[src/rtl/cpu_datapath.sv]
// 16-bit CPU datapath: 16x16 register file, 8-function ALU, 256x16 synchronous
// data memory with a registered output, and a write-back source selector.
module cpu_datapath (
  input  logic        Clock,
  input  logic        Reset_n,
  input  logic        RF_W_en,
  input  logic [3:0]  RF_W_Addr,
  input  logic [3:0]  RF_Ra_Addr,
  input  logic [3:0]  RF_Rb_Addr,
  input  logic [1:0]  RF_s,
  input  logic [2:0]  ALU_s0,
  input  logic [7:0]  D_Addr,
  input  logic        D_Wr,
  output logic [15:0] ALU_inA,
  output logic [15:0] ALU_inB,
  output logic [15:0] ALU_out
);

  logic [15:0] rf_q  [16];
  logic [15:0] mem_q [256];
  logic [15:0] dout_q;
  logic [15:0] alu_d;
  logic [15:0] wb_d;

  assign ALU_inA = rf_q[RF_Ra_Addr];
  assign ALU_inB = rf_q[RF_Rb_Addr];
  assign ALU_out = alu_d;

  always_comb begin
    alu_d = 16'h0000;
    case (ALU_s0)
      3'd0: alu_d = 16'h0000;
      3'd1: alu_d = ALU_inA + ALU_inB;
      3'd2: alu_d = ALU_inA - ALU_inB;
      3'd3: alu_d = ALU_inA;
      3'd4: alu_d = ALU_inA ^ ALU_inB;
      3'd5: alu_d = ALU_inA | ALU_inB;
      3'd6: alu_d = ALU_inA & ALU_inB;
      3'd7: alu_d = ALU_inA + 16'd1;
      default: alu_d = 16'h0000;
    endcase
  end

  always_comb begin
    wb_d = 16'h0000;
    case (RF_s)
      2'b00:   wb_d = alu_d;
      2'b01:   wb_d = dout_q;
      default: wb_d = 16'h0000;
    endcase
  end

  always_ff @(posedge Clock or negedge Reset_n) begin
    if (!Reset_n) begin
      for (int i = 0; i < 16; i++) rf_q[i] <= 16'h0000;
    end else if (RF_W_en) begin
      rf_q[RF_W_Addr] <= wb_d;
    end
  end

  // The array itself has no reset; stores are still blocked while reset is held.
  always_ff @(posedge Clock) begin
    if (D_Wr && Reset_n) mem_q[D_Addr] <= ALU_inA;
  end

  // Write-through: a store returns its own data on the same edge.
  always_ff @(posedge Clock or negedge Reset_n) begin
    if (!Reset_n)  dout_q <= 16'h0000;
    else if (D_Wr) dout_q <= ALU_inA;
    else           dout_q <= mem_q[D_Addr];
  end

endmodule

[config.mk]
export PLATFORM = sky130hd
export DESIGN_NAME = cpu_datapath
export DESIGN_NICKNAME = d
export VERILOG_FILES = /design/src/rtl/cpu_datapath.sv
export SDC_FILE = /design/constraint.sdc
export NUM_CORES = 2
export LEC_CHECK = 0
export ABC_AREA = 0
export CAP_MARGIN = 25
export CORE_MARGIN = 2
export CORE_UTILIZATION = 55
export DETAILED_ROUTE_END_ITERATION = 10
export PLACE_DENSITY_LB_ADDON = 0.15
export SLEW_MARGIN = 20
export SYNTH_ARGS = -nofsm -noshare
export SYNTH_HDL_FRONTEND = slang
export SYNTH_SLANG_ARGS = --single-unit
[constraint.sdc]
create_clock -name Clock -period 26.5 [get_ports Clock]
set_input_delay 5.3 -clock Clock [delete_from_list [all_inputs] [get_ports Clock]]
set_output_delay 5.3 -clock Clock [all_outputs]
set_load 0.005 [all_outputs]
==> impl_metrics.tcl <==
set metrics [dict create \
    maxCapViolCount 0 \
    clk_transition_reported_paths_ps 60 \
    cts_resized 0 \
    num_io_pins 77 \
    syn-num-nets 7866 \
    die_y_um 564 \
    reg2reg_depth 16 \
    slew_headroom 0.135 \
    irDropWorstVdd_v 0.0000680 \
    min_path_cells 2 \
    synthDistinctLibCells 66 \
    synth_area_mm2 0.173 \
    yosysSeqAreaShare 0.752 \
    synthArstFlopShare 0.0623 \
    hold_buffers 0 \
    drc 0 \
    dp_hpwl_um 273000 \
    worst_ep_required_time_ps 21200 \
    grt_pass1_vias 85400 \
    tightestPinTransition_ps 1300 \
    synth_edf_count 4096 \
    cts_setup_buffers 0 \
    wl_um 462000 \
    slew_viol_final 0 \
    cp_max_fo 39 \
    place.gp.congestion 0.861 \
    cts_max_path_buffers 4 \
    syn_inst 7788 \
    post-route-period-util 0.640 \
    vias 85500 \
    grt_first_pass_wirelength_um 653000 \
    fin_skew_ps 52.4 \
    clkLatencyLatePin_ps 990 \
    hold_path.class "reg2reg" \
    die_width_um 564 \
    finalCriticalPeriod_ps 16960 \
    startpoint_type "input port" \
    ys_ff_latch 4368 \
    drtIter0Drc 11600 \
    rows 205 \
    core_mm2 0.312 \
    finalHoldViolCount 0 \
    holdWs_ps 503 \
    setup_viol 0 \
    overflow 0 \
    rsz0062_at_grt "false" \
    drt_first_pass_iters 6 \
    start_util 0.553 \
    finalNetCount 8348 \
    cts_buffers 436 \
    routedWlPerCell_um 36.1 \
    leakagePower_uw 0.0637 \
    setup_tns_ps 0 \
    power_uw 15600 \
    place_area_mm2 0.181 \
    grt_util_all_layers 0.293 \
    fmax_ghz 0.0590 \
    cts_tree "built" \
    status "finished, final reports clean" \
    layout_commonest_cell "edfxtp_1" \
    grt_max_degree 209 \
    ys_warn_count 0 \
    arrival_ps 11660 \
    antenna_found_initial 15 \
    die_area_mm2 0.319 \
    final_cell_area_mm2 0.196 \
    port_buffers 76 \
    critPathKind "in2out" \
    ys.flop_type "edfxtp_1" \
    drive_above_1_share 0.335 \
    layout_common_cells "4096 x edfxtp_1, 1414 x mux4_2, 441 x clkbuf_16, 418 x nand2_1, 392 x buf_4" \
    clock_sinks 4368 \
    syn2layout_area_growth_pct 13.4 \
    power_density_mw_per_mm2 79.9 \
    htree_levels 5 \
    synth_area_per_cell_um2 22.2 \
    ant_nets 0 \
    end_kind "primary output" \
    cts_root_buf "clkbuf_16" \
    avgViaCountPerCell 6.69 \
]
registers in the layout, summed over array words and instances (netlist names):
| signal | cells |
|---|---|
| mem_q | 4096 |
| rf_q | 256 |
| dout_q | 16 |
critical path: stages:
cell             delay, ps
buf_4                  540
buf_4                  660
mux4_2                 580
mux2_2                 270
nand2_1                 80
o21a_1                 360
inv_1                  190
nor3_1                 230
a31o_2                 260
nand2_1                150
or3_1                  380
a21oi_1                160
ha_1                   320
a21o_1                 210
a21o_1                 170
a211o_1                330
xor2_1                 270
mux2i_1                310
nand3_1                240
clkdlybuf4s50_1        530
power by group:
group          leakage, µW  internal [µW]  total, µW  switching [µW]
sequential          0.0411           7940       8010            68.6
combinational       0.0155            463       1410             947
clock              0.00707           3630       6230            2600
total               0.0637          12000      15600            3620
per-stage QoR:
stage,instances,setup WS (ps),util
2_1_floorplan,7788,8480,-
3_3_place_gp,11900,9420,0.579
3_5_place_dp,12000,9560,0.581
4_1_cts,12800,9550,0.627
5_1_grt,12800,9130,0.627
6_report,12800,9540,0.627
layout make-up:
| class | instances | area (µm²) |
|---|---|---|
| diodes | 6 | 15.0 |
| clock buffers | 520 | 11400 |
| clock inverters | 280 | 3020 |
| fillers | 20700 | 116000 |
| inverters | 49 | 199 |
| multi-input cells | 2909 | 41800 |
| flip-flops and latches | 4368 | 130000 |
| well taps | 4140 | 5180 |
| repair buffers | 506 | 4420 |
synth_stat cells (6+ instances only):
cell type,number,area share
mux2_2,85,0.0055
a22o_1,9,0.00046
buf_2,68,0.0020
a21o_1,10,0.00043
a21oi_1,41,0.0012
o21ai_0,78,0.0023
a211oi_1,6,0.00026
clkbuf_1,276,0.0060
buf_1,110,0.0024
inv_1,45,0.00098
o22ai_1,18,0.00065
a22oi_1,40,0.0017
nand2b_1,9,0.00033
edfxtp_1,4096,0.71
nor2b_1,27,0.00098
mux2i_1,68,0.0039
ha_1,48,0.0035
a31oi_1,7,0.00025
nor2_1,318,0.0069
xnor2_1,16,0.00081
mux4_2,1424,0.19
o21a_1,7,0.00030
nor4_1,6,0.00022
nand3_1,58,0.0017
dfrtp_1,272,0.039
a32oi_1,15,0.00076
nand4_1,7,0.00025
mux2_4,10,0.00087
o31ai_1,64,0.0028
and2_1,7,0.00025
nand2_1,434,0.0094
a221oi_1,16,0.00081
nor3_1,14,0.00041
worst paths after layout:
kind / start / slack [ps] / endpoint
max: RF_Rb_Addr[0] / 9540 / ALU_out[15]
min: rf_q[131]$_DFFE_PN0P_ / 500 / rf_q[131]$_DFFE_PN0P_
max reg2reg: rf_q[65]$_DFFE_PN0P_ / 20610 / rf_q[111]$_DFFE_PN0P_
min reg2reg: rf_q[131]$_DFFE_PN0P_ / 500 / rf_q[131]$_DFFE_PN0P_
max in group asynchronous: Reset_n / 20800 / rf_q[47]$_DFFE_PN0P_
min in group asynchronous: Reset_n / 4320 / dout_q[4]$_DFF_PN0_
cell families (layout without fill, tap and decap cells):
| group | count (synthesis) | count (layout) | share of synthesized area |
|---|---|---|---|
| flip-flops | 4368 | 4368 | 0.752 |
| multiplexers | 1592 | 1592 | 0.197 |
| AND/OR/NAND/NOR | 900 | 900 | 0.0213 |
| buffers and inverters | 511 | 1355 | 0.0119 |
| AO/OA/AOI/OAI | 347 | 347 | 0.0138 |
| adder cells (fa/ha/maj) | 49 | 49 | 0.00359 |
| XOR/XNOR | 21 | 21 | 0.00106 |
| other | 0 | 6 | 0 |
per-layer routing:
layer | global-route usage | vias to the layer above | share of wire
met5 | 0 | - | 0.000082
met4 | 0.104 | 6 | 0.040
met3 | 0.0595 | 858 | 0.097
met2 | 0.459 | 4514 | 0.48
met1 | 0.417 | 46300 | 0.39
li1 | - | 33800 | -
No activity file was read; power rests on OpenSTA's default activity.
